<file path="src/rtl/ps2_paint_cursor_ctrl.sv">
// rtl/ps2_paint_cursor_ctrl.sv - PS/2 mouse packet to clamped cursor and framebuffer write sequencer
module ps2_paint_cursor_ctrl #(
    parameter int X_W         = 6,
    parameter int Y_W         = 6,
    parameter int SCR_W       = 64,
    parameter int SCR_H       = 64,
    parameter int SPEED_SHIFT = 0,
    parameter int COLOR_W     = 3
) (
    input  logic                 clk,
    input  logic                 rst_n,
    input  logic                 init_done,
    input  logic                 pkt_valid,
    input  logic [8:0]           mouse_dx,
    input  logic [8:0]           mouse_dy,
    input  logic [2:0]           buttons,
    output logic                 fb_req,
    output logic [X_W+Y_W-1:0]   fb_addr,
    output logic [COLOR_W-1:0]   fb_data,
    input  logic                 fb_ack,
    output logic [X_W-1:0]       cursor_x,
    output logic [Y_W-1:0]       cursor_y,
    output logic [COLOR_W-1:0]   color,
    output logic                 busy,
    output logic                 pkt_drop
);

    typedef enum logic [1:0] {IDLE, MOVE, WRITE, CLEAR} state_t;

    localparam logic [X_W-1:0]     X_LAST   = X_W'(SCR_W - 1);
    localparam logic [Y_W-1:0]     Y_LAST   = Y_W'(SCR_H - 1);
    localparam logic signed [11:0] X_LAST_S = 12'(SCR_W - 1);
    localparam logic signed [11:0] Y_LAST_S = 12'(SCR_H - 1);

    state_t             state, state_next;
    logic [8:0]         dx_q, dy_q;
    logic [2:0]         btn_q;
    logic               prev_mid;
    logic [X_W-1:0]     cx, cx_next, nx_c;
    logic [Y_W-1:0]     cy, cy_next, ny_c;
    logic signed [11:0] dx_ext, dy_ext, nx, ny;
    logic               mid_rise;
    logic [COLOR_W-1:0] color_next;
    logic               clear_last;

    assign busy = (state != IDLE);

    // Cursor arithmetic is done signed and wide enough that a full-scale delta never wraps.
    always_comb begin
        dx_ext = $signed({{3{dx_q[8]}}, dx_q}) >>> SPEED_SHIFT;
        dy_ext = $signed({{3{dy_q[8]}}, dy_q}) >>> SPEED_SHIFT;
        nx     = $signed({{(12-X_W){1'b0}}, cursor_x}) + dx_ext;
        ny     = $signed({{(12-Y_W){1'b0}}, cursor_y}) - dy_ext;

        if (nx[11])
            nx_c = '0;
        else if (nx > X_LAST_S)
            nx_c = X_LAST;
        else
            nx_c = nx[X_W-1:0];

        if (ny[11])
            ny_c = '0;
        else if (ny > Y_LAST_S)
            ny_c = Y_LAST;
        else
            ny_c = ny[Y_W-1:0];

        mid_rise   = btn_q[2] & ~prev_mid;
        color_next = color;
        if (mid_rise)
            color_next = (color == '1) ? COLOR_W'(1) : color + COLOR_W'(1);

        clear_last = (cx == X_LAST) && (cy == Y_LAST);
        if (cx == X_LAST) begin
            cx_next = '0;
            cy_next = cy + Y_W'(1);
        end else begin
            cx_next = cx + X_W'(1);
            cy_next = cy;
        end
    end

    always_ff @(posedge clk or negedge rst_n) begin
        if (!rst_n)
            state <= IDLE;
        else
            state <= state_next;
    end

    always_comb begin
        state_next = state;
        case (state)
            IDLE: begin
                if (pkt_valid && init_done)
                    state_next = MOVE;
            end
            MOVE: begin
                if (btn_q[0] && btn_q[1])
                    state_next = CLEAR;
                else if (btn_q[0] || btn_q[1])
                    state_next = WRITE;
                else
                    state_next = IDLE;
            end
            WRITE: begin
                if (fb_req && fb_ack)
                    state_next = IDLE;
            end
            CLEAR: begin
                if (fb_req && fb_ack && clear_last)
                    state_next = IDLE;
            end
            default: state_next = IDLE;
        endcase
    end

    always_ff @(posedge clk or negedge rst_n) begin
        if (!rst_n) begin
            cursor_x <= X_W'(SCR_W / 2);
            cursor_y <= Y_W'(SCR_H / 2);
            color    <= COLOR_W'(1);
            fb_req   <= 1'b0;
            fb_addr  <= '0;
            fb_data  <= '0;
            pkt_drop <= 1'b0;
            prev_mid <= 1'b0;
            dx_q     <= '0;
            dy_q     <= '0;
            btn_q    <= '0;
            cx       <= '0;
            cy       <= '0;
        end else begin
            if (pkt_valid && state != IDLE)
                pkt_drop <= 1'b1;

            case (state)
                IDLE: begin
                    if (pkt_valid && init_done) begin
                        dx_q  <= mouse_dx;
                        dy_q  <= mouse_dy;
                        btn_q <= buttons;
                    end
                end
                MOVE: begin
                    cursor_x <= nx_c;
                    cursor_y <= ny_c;
                    color    <= color_next;
                    prev_mid <= btn_q[2];
                    if (btn_q[0] && btn_q[1]) begin
                        fb_req  <= 1'b1;
                        fb_addr <= '0;
                        fb_data <= '0;
                        cx      <= '0;
                        cy      <= '0;
                    end else if (btn_q[0] || btn_q[1]) begin
                        fb_req  <= 1'b1;
                        fb_addr <= {ny_c, nx_c};
                        fb_data <= btn_q[0] ? color_next : '0;
                    end
                end
                WRITE: begin
                    if (fb_ack)
                        fb_req <= 1'b0;
                end
                CLEAR: begin
                    // Request stays high across acks so each acked cycle retires one pixel.
                    if (fb_ack) begin
                        if (clear_last) begin
                            fb_req <= 1'b0;
                        end else begin
                            cx      <= cx_next;
                            cy      <= cy_next;
                            fb_addr <= {cy_next, cx_next};
                        end
                    end
                end
                default: ;
            endcase
        end
    end

endmodule

</file>
<file path="config.mk">
export PLATFORM = sky130hd
export DESIGN_NAME = ps2_paint_cursor_ctrl
export DESIGN_NICKNAME = d
export VERILOG_FILES = /design/src/rtl/ps2_paint_cursor_ctrl.sv
export SDC_FILE = /design/constraint.sdc
export NUM_CORES = 1
export LEC_CHECK = 0
export ABC_AREA = 1
export BUFFER_PORTS_ARGS = -buffer_cell sky130_fd_sc_hd__buf_4
export CAP_MARGIN = 15
export CORE_ASPECT_RATIO = 1.75
export CORE_MARGIN = 2
export CORE_UTILIZATION = 30
export DETAILED_ROUTE_END_ITERATION = 8
export MAX_ROUTING_LAYER = met4
export PLACE_DENSITY = 0.46
export SETUP_SLACK_MARGIN = 0.3
export SLEW_MARGIN = 0
export SYNTH_ARGS = -nofsm -noshare
export SYNTH_HDL_FRONTEND = slang
export SYNTH_SLANG_ARGS = --single-unit
export TNS_END_PERCENT = 20
</file>
<file path="constraint.sdc">
create_clock -name clk -period 2.68 [get_ports clk]
set_input_delay 0.134 -clock clk [delete_from_list [all_inputs] [get_ports clk]]
set_output_delay 0.134 -clock clk [all_outputs]
set_load 0.01 [all_outputs]
</file>
### Word-level counts from Yosys, hierarchy flattened

Cells that the tools add are included.

* flip-flop bits (word level): 68
* input bits: 26
* output and inout port bits: 33
* word-level logic and storage cells: 91

* add/sub/neg operators: 5
* $lt $le $gt $ge: 2
* equality and inequality tests: 15
* multiplexer cells: 35
* bitwise gates (word level): 2
* reductions and logical operators: 18

Operators by type and width (number)
* 6-bit two-way mux: 11
* 12-bit two-way mux: 4
* 12-bit one-hot mux with 2 select lines: 1
* 6-bit one-hot mux with 2 select lines: 2
* 10-bit by 7-bit greater-than comparator with 1-bit output (second input constant): 2
* 2-bit != test (second input constant): 8
* 3-bit two-way mux: 5
* 6-bit by 1-bit adder with 6-bit output (second input constant): 2
* 6-bit == test (second input constant): 2
* 7-bit by 9-bit adder with 10-bit output: 1
* 2-bit two-way mux: 5
* 7-bit by 9-bit subtractor with 10-bit output: 1
* 2-bit one-hot mux with 4 select lines: 1
* 4-bit AND reduction: 2
* 1-bit logical AND: 6
* 2-bit nonzero test: 3
* 1-bit two-way mux: 5
* 5-bit AND reduction: 1
* 2-bit == test (second input constant): 2
* 2-bit AND reduction: 2
* 3-bit by 1-bit adder with 3-bit output (second input constant): 1
* 3-bit == test (second input constant): 1
* 3-bit != test (second input constant): 1
* 1-bit one-hot mux with 3 select lines: 1
* other kinds (7): 7

### Logic depth before layout (Yosys ltp)

Gate-level depths: netlist of run 1.

* word-level depth: 7
* depth in mapped cells: 17
* depth with buffers taken out: 16

### Worst setup path after synthesis of run 1

No wires, ideal clock.

* kind: register to register
* from: register cursor_x[0]
* to: register cursor_x[1]
* setup time: 0.130 ns
* arrival time: 1.932 ns
* required time: 2.550 ns
* slack: 0.618 ns
* stages on the path, launching flop included: 14
* path buffers: 0
* period minus slack after synthesis: 2.062 ns
* cells stage by stage: dfrtp_1 > ha_1 > inv_1 > fa_1 > inv_1 > nand3_1 > nand3_1 > nand2_1 > nand3_1 > nand2_1 > nor2_1 > nand3_1 > nand3_1 > o21ai_1

* longest elaborated chain between the ends: 4

RTL lines
* start: declaration: RTL line 21 `output logic [X_W-1:0] cursor_x,`
* start signal: assignment: RTL line 120 `cursor_x <= X_W'(SCR_W / 2);`
* start signal: assignment: RTL line 146 `cursor_x <= nx_c;`
* 7-bit by 9-bit adder with 10-bit output *: RTL line 52 `nx = $signed({{(12-X_W){1'b0}}, cursor_x}) + dx_ext;`
* 10-bit by 7-bit greater-than comparator with 1-bit output: RTL line 57 `else if (nx > X_LAST_S)`
* 6-bit two-way mux: RTL line 57
* 6-bit two-way mux *: RTL line 55 `if (nx[11])`

Every way passes the cells marked *; elsewhere a longest branch is shown, timed or not.
A chain may end at the register's enable or synchronous reset.

### Final worst setup path of run 1

* from: register cx[0]
* to: register fb_addr[11]

* longest elaborated chain between the ends: 5
* elaborated cells on any way between the ends: 8
* those cells by class: eq/ne: 2; mux: 4; reduce/logical: 2

RTL lines
* start: declaration: RTL line 39 `logic [X_W-1:0] cx, cx_next, nx_c;`
* start signal: assignment: RTL line 172 `cx <= cx_next;`
* 6-bit == test *: RTL line 74, 75
* 6-bit two-way mux: RTL line 75 `if (cx == X_LAST) begin`
* 12-bit two-way mux: RTL line 169 `if (clear_last) begin`
* 12-bit two-way mux: RTL line 168 `if (fb_ack) begin`
* 12-bit one-hot mux with 2 select lines: RTL line 137 `case (state)`
* end signal: assignment: RTL line 158 `fb_addr <= {ny_c, nx_c};`
* end signal: assignment: RTL line 174 `fb_addr <= {cy_next, cx_next};`
* end: declaration: RTL line 18 `output logic [X_W+Y_W-1:0] fb_addr,`

Every way passes the cells marked *; elsewhere a longest branch is shown, timed or not. The select of a mux whose other input is x is not followed.

==> results of run 1 <==
==> per-layer routing <==
layer  GRT usage  vias to the layer above  routed length (um)
met5           -                        -                   0
met2       0.278                       53                5350
li1            -                     1770                   -
met3      0.0295                       18                 261
met1       0.175                     1622                4240
met4      0.0703                        0                 263
==> flip-flops by register name, indices dropped and copies added (netlist names) <==
signal and count:
cursor_y 6, cy 6, cursor_x 6, btn_q 3, fb_data 3, fb_req 1
dx_q 9, fb_addr 12, prev_mid 1, pkt_drop 1, cx 6, dy_q 9
color 3, state 2
==> cell usage in the layout, fill, tap and decap left out, types with 3 or more instances in the layout <==
cell type                   instances
sky130_fd_sc_hd__xnor2_1            4
sky130_fd_sc_hd__mux2_2             6
sky130_fd_sc_hd__nor2_2             3
sky130_fd_sc_hd__dfstp_2            3
sky130_fd_sc_hd__nand2_2            4
sky130_fd_sc_hd__o21ai_0            7
sky130_fd_sc_hd__a21oi_1           42
sky130_fd_sc_hd__xor2_1             7
sky130_fd_sc_hd__dfrtp_1           65
sky130_fd_sc_hd__buf_4             60
sky130_fd_sc_hd__nor3b_1            3
sky130_fd_sc_hd__clkbuf_16          9
sky130_fd_sc_hd__inv_2             11
sky130_fd_sc_hd__nand3_2            3
sky130_fd_sc_hd__inv_1             53
sky130_fd_sc_hd__nand3_1           34
sky130_fd_sc_hd__ha_1              16
sky130_fd_sc_hd__o21ai_1           15
sky130_fd_sc_hd__a31oi_1            7
sky130_fd_sc_hd__nor2_1            64
sky130_fd_sc_hd__o21ai_2            5
sky130_fd_sc_hd__nand2_1          127
sky130_fd_sc_hd__nand4_1            4
==> where the power goes <==
part           total [mW]  internal [mW]  switching (mW)
clock                1.10          0.649           0.450
combinational        3.44           1.30            2.14
sequential           1.78           1.47           0.313
==> logic make-up (layout without fill, tap and decap cells) <==
| logic type | after synthesis | after routing | synth area share |
|---|---|---|---|
| compound gates | 81 | 81 | 0.113 |
| xor+xnor | 11 | 11 | 0.0244 |
| fa+ha+maj | 18 | 18 | 0.0608 |
| buf+inv | 79 | 143 | 0.0789 |
| flops | 68 | 68 | 0.432 |
| mux | 6 | 6 | 0.0171 |
| simple gates | 251 | 251 | 0.274 |
==> worst max-delay path, stage by stage, from the launching register on <==
cell                      delay, ns
sky130_fd_sc_hd__dfrtp_1       0.40
sky130_fd_sc_hd__ha_1          0.23
sky130_fd_sc_hd__nand3_2       0.12
sky130_fd_sc_hd__nor2_2        0.12
sky130_fd_sc_hd__nand2_2       0.13
sky130_fd_sc_hd__inv_2         0.13
sky130_fd_sc_hd__nand2_1       0.11
sky130_fd_sc_hd__nand2_1       0.14
sky130_fd_sc_hd__nand2_1       0.08
sky130_fd_sc_hd__nand2_2       0.20
sky130_fd_sc_hd__inv_2         0.17
sky130_fd_sc_hd__nand2_1       0.10
sky130_fd_sc_hd__inv_1         0.04
sky130_fd_sc_hd__a21oi_1       0.12
==> repair_timing <==
action	CTS	global route
gates resized for setup	0	4
endpoints found under the setup margin	0	19
endpoints found under the hold margin	65	0
hold buffers	1	0
==> layout make-up <==
type	instances	area, sq um
Timing Repair Buffer	61	460
Multi-Input combinational cell	367	1950
Clock buffer	12	246
Tap cell	171	214
Fill cell	1389	8020
Clock inverter	4	25.0
Sequential cell	68	1710
Inverter	66	248
==> stage by stage <==
step / setup slack, ns / util / hold slack, ns / cell area (sq um)
after floorplan: 0.618 / - / -0.162 / 3950
after global placement: 0.468 / 0.354 / 0.335 / 4550
after detailed placement: 0.397 / 0.354 / 0.339 / 4550
after CTS: 0.387 / 0.375 / 0.00338 / 4830
after global routing: 0.289 / 0.376 / 0.0256 / 4840
final: 0.522 / 0.376 / 0.0149 / 4840
==> worst paths after layout <==
path | to | slack, ns
max in group asynchronous | dx_q[3] | 1.61
worst max register to register | fb_addr[11] | 0.52
worst min-delay path | pkt_drop | 0.01
worst min register to register | pkt_drop | 0.47
worst max-delay path | fb_addr[11] | 0.52
min in group asynchronous | fb_addr[8] | 0.46
==> impl_metrics.json, run 1 <==
{
  "dpl.hpwl_mm": 7.81,
  "grt_first_pass_wirelength_mm": 17.4,
  "place.gp.congestion": 0.889,
  "worstPathMaxFanout": 13,
  "clk-insertion-delay-late_ns": 0.33,
  "cts-root-to-sink-buffers": 2,
  "post_cts_setup_bufs": 0,
  "port_buffers": 58,
  "vias_per_cell": 4.62,
  "synth.net_count": 558,
  "route.detailed.wl_per_inst_um": 13.5,
  "route.antenna.remaining_nets": 0,
  "post-synth-top-count-cell": "sky130_fd_sc_hd__nand2_1",
  "fp.dieArea_sq_mm": 0.0141,
  "globalRoute.totalOverflow": 0,
  "synth_top_area_share": 0.412,
  "ys_top_cells_by_area": "sky130_fd_sc_hd__dfrtp_1 (41%), sky130_fd_sc_hd__nand2_1 (12%), sky130_fd_sc_hd__nor2_1 (6.3%)",
  "holdPathStages": 2,
  "r2r-start": "cx[0]",
  "synth_edf_count": 0,
  "run_status": "finished, final reports clean",
  "period_needed_ns": 2.16,
  "timing.setup.tns_ns": 0,
  "final-setup-viol-count": 0,
  "worst_r2r_path_depth": 13,
  "cts_tree": "yes",
  "synth_flop_cell": "sky130_fd_sc_hd__dfrtp_1",
  "synthesis.yosys.warnings": 0,
  "final_min_period_over_clock_period": 0.805,
  "syn-mean-instance-area_sq_um": 7.68,
  "post_layout_nonfiller_instances": 749,
  "routed_wl_mm": 10.1,
  "floorplan.core_area_sq_mm": 0.0129,
  "power_leakage_nw": 2.43,
  "detailedRoute.firstPassIterationCount": 7,
  "ctsRootBufferMaster": "sky130_fd_sc_hd__clkbuf_16",
  "hold_path.class": "primary input to flop",
  "synthTopCellsByCount": "sky130_fd_sc_hd__nand2_1 (128), sky130_fd_sc_hd__nor2_1 (66), sky130_fd_sc_hd__dfrtp_1 (65), sky130_fd_sc_hd__inv_1 (53), sky130_fd_sc_hd__a21oi_1 (42)",
  "vdd_ir_drop_max_mv": 0.357,
  "maximum_number_of_pins_on_one_net_before_global_route_repair": 69,
  "critical_path_required_ns": 2.94,
  "worst_slew_margin_rel": 0.395,
  "synth_cell_types": 37,
  "final_max_slew_viol_count": 0,
  "clock_sink_count": 68,
  "critPathCaptureType": "flop",
  "worst_hold_startpoint": "pkt_valid",
  "die_w_um": 90.7,
  "cts.clk_slew.worst_paths_ns": 0.06,
  "io-pin-count": 59,
  "total_power_mw": 6.32,
  "antenna-diode-count": 0,
  "synth_async_sr_flop_share": 1.00,
  "fin_worst_skew_ns": 0.00768,
  "numCtsBuffers": 9,
  "placement_rows": 55,
  "initial_utilization": 0.307,
  "tightestPinTransition_ns": 0.907,
  "layout-drive-gt1-share": 0.197,
  "ys_ff_latch": 68,
  "initialDrtViolationCount": 123,
  "startpoint_type": "flop",
  "critPathArrivalTime_ns": 2.42,
  "final_hold_viol_count": 0,
  "grt_setup_unrepaired": "yes",
  "synthCells": 514,
  "grt_util_all_layers": 0.159,
  "power.density_cell_area_mw_per_mm2": 1300,
  "drc": 0,
  "grt_antenna_before_repair": 0,
  "synthDominantAreaCellType": "sky130_fd_sc_hd__dfrtp_1",
  "cap_viol_max_count": 0,
  "finish.net_count": 617,
  "area_delta_synth_final_pct": 22.6,
  "maxClockFrequency_mhz": 463,
  "level_count_of_the_clock_h_tree": 3,
  "first_global_vias": 3611,
  "netlist_area_sq_mm": 0.00395,
  "worst-setup-path-type": "flop to flop",
  "dp_cells": 732,
  "die_height_um": 156,
  "cp-startpoint": "cx[0]",
  "via_count": 3463,
  "synth_seq_area_share": 0.432
}
No activity file was read; power rests on OpenSTA's default activity.
==> run 2: changes to the inputs <==
--- a/config.mk
+++ b/config.mk
@@ -5,7 +5,7 @@
 export SDC_FILE = /design/constraint.sdc
 export NUM_CORES = 1
 export LEC_CHECK = 0
-export ABC_AREA = 1
+export ABC_AREA = 0
 export BUFFER_PORTS_ARGS = -buffer_cell sky130_fd_sc_hd__buf_4
 export CAP_MARGIN = 15
 export CORE_ASPECT_RATIO = 1.75
@@ -13,7 +13,7 @@
 export CORE_UTILIZATION = 30
 export DETAILED_ROUTE_END_ITERATION = 8
 export MAX_ROUTING_LAYER = met4
-export PLACE_DENSITY = 0.46
+export PLACE_DENSITY = 0.48
 export SETUP_SLACK_MARGIN = 0.3
 export SLEW_MARGIN = 0
 export SYNTH_ARGS = -nofsm -noshare
==> constraint.sdc (replaced) <==
create_clock -name clk -period 1.8 [get_ports clk]
set_input_delay 0.09 -clock clk [delete_from_list [all_inputs] [get_ports clk]]
set_output_delay 0.09 -clock clk [all_outputs]
set_load 0.01 [all_outputs]
==> run 2 against run 1 <==
  * The run now ends with negative setup slack left
  * Critical path depth is 3 lower
  * Clock power increased by 61%
  * Core utilization rose by 10 points
  * Via count grew 6.4%
  * Die area down 1.8%
  * Maximum frequency shrank 3.7%
  * Sequential power grew 57%
==> impl_metrics.json, run 2 <==
{
  "fin_worst_skew_ns": 0.00445,
  "synthTopCellsByCount": "sky130_fd_sc_hd__dfrtp_1 (65), sky130_fd_sc_hd__nand2_1 (49), sky130_fd_sc_hd__o21ai_0 (32), sky130_fd_sc_hd__nor2_1 (28), sky130_fd_sc_hd__a21oi_1 (22)",
  "synthesis.yosys.warnings": 0,
  "post-synth-top-count-cell": "sky130_fd_sc_hd__dfrtp_1",
  "layout_setup_ws_ns": -0.440,
  "worst_path_largest_cell_delay_ns": 0.39,
  "cap_viol_max_count": 0,
  "final-setup-viol-count": 24,
  "layout-drive-gt1-share": 0.442,
  "worst_slew_margin_rel": 0.711,
  "cpLargestDelayFamily": "compound AO/OA/AOI/OAI gates",
  "critPathCaptureType": "flop",
  "initial_utilization": 0.303,
  "ff_latch_area_sq_mm": 0.00171,
  "grt_setup_unrepaired": "yes",
  "via_count": 3686,
  "ys_ff_latch": 68,
  "level_count_of_the_clock_h_tree": 3,
  "synth_top_area_share": 0.420,
  "registers.top_by_ff_count": "fb_addr",
  "startpoint_type": "flop",
  "area_of_combinational_cells_with_multiple_inputs_sq_mm": 0.00240,
  "io-pin-count": 59,
  "synth_async_sr_flop_share": 1.00,
  "route.detailed.wl_per_inst_um": 15.3,
  "vdd_ir_drop_max_mv": 0.873,
  "critical_path_required_ns": 2.05,
  "power.density_cell_area_mw_per_mm2": 1930,
  "worst-setup-path-type": "flop to flop",
  "clock_sink_count": 68,
  "detailedRoute.firstPassIterationCount": 4,
  "ys_top_cells_by_area": "sky130_fd_sc_hd__dfrtp_1 (42%), sky130_fd_sc_hd__ha_1 (5.2%), sky130_fd_sc_hd__nand2_1 (4.7%)",
  "ctsRootBufferMaster": "sky130_fd_sc_hd__clkbuf_16",
  "routed_wl_mm": 11.4,
  "maximum_number_of_pins_on_one_net_before_global_route_repair": 39,
  "fp.dieArea_sq_mm": 0.0139,
  "synthCells": 405,
  "drc": 0,
  "largest_reg_flops": 12,
  "antenna-diode-count": 0,
  "hold_path.class": "primary input to flop",
  "grt_util_all_layers": 0.177,
  "top_regs": "fb_addr (12), dx_q (9), dy_q (9)",
  "dp_cells": 703,
  "finish.net_count": 616,
  "numCtsBuffers": 9,
  "dp_slack_ns": -0.539,
  "synth.net_count": 449,
  "run_status": "complete, but fails checks",
  "final_min_period_over_clock_period": 1.24,
  "synth_seq_area_share": 0.440,
  "synth_cell_types": 58,
  "maxClockFrequency_mhz": 446,
  "port_buffers": 58,
  "route.antenna.remaining_nets": 0,
  "vias_per_cell": 4.94,
  "initialDrtViolationCount": 108,
  "area_delta_synth_final_pct": 57.4,
  "floorplan.core_area_sq_mm": 0.0128,
  "dpl.hpwl_mm": 8.43,
  "first_global_vias": 3973,
  "netlist_area_sq_mm": 0.00388,
  "grt_first_pass_wirelength_mm": 19.1,
  "power_leakage_nw": 2.71,
  "crit_buf_inv": 2,
  "synthDominantAreaCellType": "sky130_fd_sc_hd__dfrtp_1",
  "critical_path.cell_chain": "inv_1, ha_2, inv_2, fa_2, a211oi_2, or2_4, o21ai_2, o41ai_4, nand2_4, a31oi_1",
  "synth_edf_count": 0,
  "total_power_mw": 11.8,
  "cts_tree": "yes",
  "cts-root-to-sink-buffers": 2,
  "hold_ws_ns": 0.119,
  "num-fill-cells": 1259,
  "placement_rows": 55,
  "final_cell_mix": "sky130_fd_sc_hd__buf_4 (136), sky130_fd_sc_hd__dfrtp_1 (63), sky130_fd_sc_hd__nand2_1 (43)",
  "globalRoute.totalOverflow": 0,
  "period_needed_ns": 2.24,
  "die_w_um": 89.9,
  "clk-insertion-delay-late_ns": 0.33,
  "final_hold_viol_count": 0,
  "syn-mean-instance-area_sq_um": 9.57,
  "mostFrequentLayoutCell": "sky130_fd_sc_hd__buf_4",
  "failed_checks": "negative setup slack",
  "die_height_um": 154,
  "grt_antenna_before_repair": 0,
  "post_layout_nonfiller_instances": 746,
  "critPathArrivalTime_ns": 2.49,
  "tightestPinTransition_ns": 0.433,
  "worstPathMaxFanout": 9,
  "final_max_slew_viol_count": 0,
  "critical-path-slowest-cell": "sky130_fd_sc_hd__dfrtp_1",
  "cts.clk_slew.worst_paths_ns": 0.06,
  "synth_flop_cell": "sky130_fd_sc_hd__dfrtp_1",
  "place.gp.congestion": 0.853
}
==> run 2: kinds of logic after synthesis <==
logic type,Yosys count,synth area share
simple gates,133,0.167
compound gates,123,0.206
flops,68,0.440
buf+inv,30,0.0394
mux,19,0.0542
fa+ha+maj,18,0.0620
xor+xnor,14,0.0316
==> run 2: worst paths after layout <==
check | start | end | slack [ns] | depth (start not counted)
max | cursor_y[0] | cursor_y[5] | -0.44 | 10
min reg2reg | pkt_drop | pkt_drop | 0.49 | 1
min | fb_ack | state[1] | 0.12 | 3
min in group asynchronous | rst_n | dx_q[2] | 0.17 | 2
max in group asynchronous | rst_n | color[0] | 1.05 | 3
max reg2reg | cursor_y[0] | cursor_y[5] | -0.44 | 10
==> run 2: metrics by stage <==
step	TNS, ns	cell area, sq um	utilization
floorplan	-8.87	3900	-
global placement	-11.42	5140	0.401
detailed placement	-11.95	5140	0.401
CTS	-7.97	5930	0.463
global route	-11.09	6100	0.477
finish	-7.85	6100	0.477
==> run 2: routing by layer <==
metal	vias up	routed length [um]	global-route usage
met1	1799	4570	0.186
met4	0	384	0.0850
met5	-	0	-
met3	29	244	0.0287
li1	1797	-	-
met2	61	6210	0.320
==> run 2: power by group <==
| part | switching, mW | internal (mW) | total, mW |
|---|---|---|---|
| Clock | 0.639 | 1.13 | 1.77 |
| Combinational | 3.51 | 3.72 | 7.23 |
| Sequential | 0.587 | 2.21 | 2.80 |
| Total | 4.73 | 7.06 | 11.8 |
==> run 2: layout make-up <==
class,instances,share of cell area
sequential,68,0.280
timing repair buffer,173,0.237
tap,171,0.0351
multi-input combinational,308,0.393
inverter,12,0.00738
clock inverter,2,0.00574
clock buffer,12,0.0421
==> run 2: tightest hold or removal path: stages <==
cell and delay (ns):
sky130_fd_sc_hd__buf_4 0.11, sky130_fd_sc_hd__nand2_1 0.08, sky130_fd_sc_hd__a22o_1 0.14
==> run 2: repair_timing <==
item | 4_1_cts | 5_1_grt
gates resized for setup | 73 | 32
endpoints found under the setup margin | 63 | 61
pin swaps | 29 | 21
hold endpoints to repair | 87 | 0
hold buffers | 23 | 0
setup buffers | 4 | 1
cloned | 1 | 0
==> run 3: changes to the inputs <==
--- a/config.mk
+++ b/config.mk
@@ -14,6 +14,7 @@
 export DETAILED_ROUTE_END_ITERATION = 8
 export MAX_ROUTING_LAYER = met4
 export PLACE_DENSITY = 0.48
+export REMOVE_ABC_BUFFERS = 1
 export SETUP_SLACK_MARGIN = 0.3
 export SLEW_MARGIN = 0
 export SYNTH_ARGS = -nofsm -noshare
==> run 3 against run 2 <==
  * The flow still finishes with violations (negative setup slack)
  * Critical path depth is 1 higher
  * Clock power rose by 18%
  * Global-route usage shrank 0.35 points
==> impl_metrics.json, run 3 (synthesis gave the netlist of run 2 again) <==
{
  "run_status": "complete, but fails checks",
  "failed_checks": "negative setup slack",
  "power_leakage_nw": 2.63,
  "initialDrtViolationCount": 162,
  "maxClockFrequency_mhz": 450,
  "cts-root-to-sink-buffers": 2,
  "final_max_slew_viol_count": 0,
  "route.detailed.wl_per_inst_um": 15.1,
  "final-setup-viol-count": 24,
  "drc": 0,
  "num-fill-cells": 1261,
  "io-pin-count": 59,
  "largest_reg_flops": 12,
  "dp_cells": 703,
  "dpl.hpwl_mm": 8.33,
  "clock_sink_count": 68,
  "power.switching_fraction": 0.395,
  "vdd_ir_drop_max_mv": 0.986,
  "combinationalPowerShare": 0.588,
  "cap_viol_max_count": 0,
  "initial_utilization": 0.303,
  "r2r_setup_slack_ns": -0.42,
  "cp-startpoint": "cursor_y[0]",
  "r2r-start": "cursor_y[0]",
  "final_hold_viol_count": 0,
  "worstPathMaxFanout": 5,
  "cts.clk_slew.worst_paths_ns": 0.06,
  "intPower_mw": 7.08,
  "level_count_of_the_clock_h_tree": 3,
  "total_power_mw": 11.7,
  "first_global_vias": 3893,
  "die_w_um": 89.9,
  "startpoint_type": "flop",
  "vias_per_cell": 4.89,
  "maximum_number_of_pins_on_one_net_before_global_route_repair": 44,
  "grt_util_all_layers": 0.173,
  "power_frac_seq": 0.233,
  "grt_first_pass_wirelength_mm": 18.6,
  "worst_r2r_path_depth": 11,
  "routed_wl_mm": 11.2,
  "cp-endpoint": "cursor_y[2]",
  "grt_setup_unrepaired": "yes",
  "mostFrequentLayoutCell": "sky130_fd_sc_hd__buf_4",
  "regToRegEndpoint": "cursor_y[2]",
  "die_height_um": 154,
  "top_regs": "fb_addr (12), dx_q (9), dy_q (9)",
  "hold_ws_ns": 0.115,
  "power.net_switching_mw": 4.62,
  "fin_worst_skew_ns": 0.00465,
  "fp.dieArea_sq_mm": 0.0139,
  "numCtsBuffers": 9,
  "worst-setup-path-type": "flop to flop",
  "via_count": 3639,
  "area_delta_synth_final_pct": 53.6,
  "layout_setup_ws_ns": -0.421,
  "final_cell_mix": "sky130_fd_sc_hd__buf_4 (139), sky130_fd_sc_hd__dfrtp_1 (63), sky130_fd_sc_hd__nand2_1 (49)",
  "antenna-diode-count": 0,
  "place.gp.congestion": 0.859,
  "finish.net_count": 612,
  "clkPwrFrac": 0.179,
  "port_buffers": 58,
  "period_needed_ns": 2.22,
  "placement_rows": 55,
  "detailedRoute.firstPassIterationCount": 4,
  "grt_antenna_before_repair": 0,
  "critPathCaptureType": "flop",
  "globalRoute.totalOverflow": 0,
  "cts_tree": "yes",
  "route.antenna.remaining_nets": 0,
  "timing.setup.tns_ns": -7.81,
  "critical_path_required_ns": 2.06,
  "utilization": 0.465,
  "ctsRootBufferMaster": "sky130_fd_sc_hd__clkbuf_16",
  "critPathArrivalTime_ns": 2.48,
  "final_min_period_over_clock_period": 1.23,
  "floorplan.core_area_sq_mm": 0.0128,
  "clk-insertion-delay-late_ns": 0.34,
  "power.density_cell_area_mw_per_mm2": 1960,
  "layout-drive-gt1-share": 0.410,
  "worst_slew_margin_rel": 0.748,
  "hold_path.class": "primary input to flop",
  "post_layout_nonfiller_instances": 744,
  "registers.top_by_ff_count": "fb_addr",
  "tightestPinTransition_ns": 0.377
}
==> run 3: critical path, cell delays in order (launching register included) <==
cell and delay [ns]:
sky130_fd_sc_hd__dfrtp_1 0.39, sky130_fd_sc_hd__inv_2 0.07, sky130_fd_sc_hd__ha_4 0.13, sky130_fd_sc_hd__inv_2 0.03
sky130_fd_sc_hd__fa_2 0.34, sky130_fd_sc_hd__a211oi_2 0.26, sky130_fd_sc_hd__or2_4 0.17, sky130_fd_sc_hd__o21ai_2 0.05
sky130_fd_sc_hd__o41ai_2 0.20, sky130_fd_sc_hd__buf_4 0.23, sky130_fd_sc_hd__nand2_8 0.08, sky130_fd_sc_hd__a31oi_1 0.17
==> run 3: per-layer routing <==
layer | track usage | routed length (um)
met2 | 0.324 | 6250
met1 | 0.174 | 4330
met4 | 0.0821 | 351
met3 | 0.0292 | 278
met5 | - | 0
==> run 3: layout make-up <==
cell class / count / area (sq um) / area share
clock buffer: 12 / 256 / 0.0431
clock inverter: 4 / 95.1 / 0.0160
inverter: 12 / 45.0 / 0.00756
multi-input combinational: 308 / 2250 / 0.379
sequential: 68 / 1710 / 0.287
tap: 171 / 214 / 0.0359
timing repair buffer: 169 / 1380 / 0.232
==> run 3: power by group through the flow <==
stage          combinational [mW]  clock [mW]  sequential [mW]
6_report                     6.88        2.09             2.73
5_1_grt                      7.56        2.21             2.82
4_1_cts                      6.74        2.14             2.73
3_5_place_dp                 6.26           0             2.73
3_3_place_gp                 6.17           0             2.73
2_1_floorplan                3.18           0             2.83
==> run 3: how the worst min path moves through the flow <==
stage	slack (ns)	cells after the start	start	to
after floorplan	-0.21	0	rst_n	btn_q[0]
after global placement	0.04	1	rst_n	dx_q[0]
after detailed placement	0.04	1	rst_n	dx_q[0]
after CTS	0.11	3	fb_ack	state[1]
after global routing	0.13	3	fb_ack	state[1]
final	0.12	3	fb_ack	state[1]
==> run 3: through the flow <==
stage               worst slack (ns)  cell area, sq um
floorplan                     -0.557              3770
global placement              -0.483              5110
detailed placement            -0.555              5110
CTS                           -0.423              5880
global route                  -0.515              5960
finish                        -0.421              5960
==> run 3: repair_timing <==
| action | CTS | global route |
|---|---|---|
| endpoints found under the hold margin | 47 | 0 |
| hold buffers | 23 | 0 |
| resized for setup | 41 | 15 |
| pin swaps | 13 | 3 |
| cloned | 1 | 0 |
| setup buffers | 0 | 1 |
| endpoints found under the setup margin | 60 | 62 |
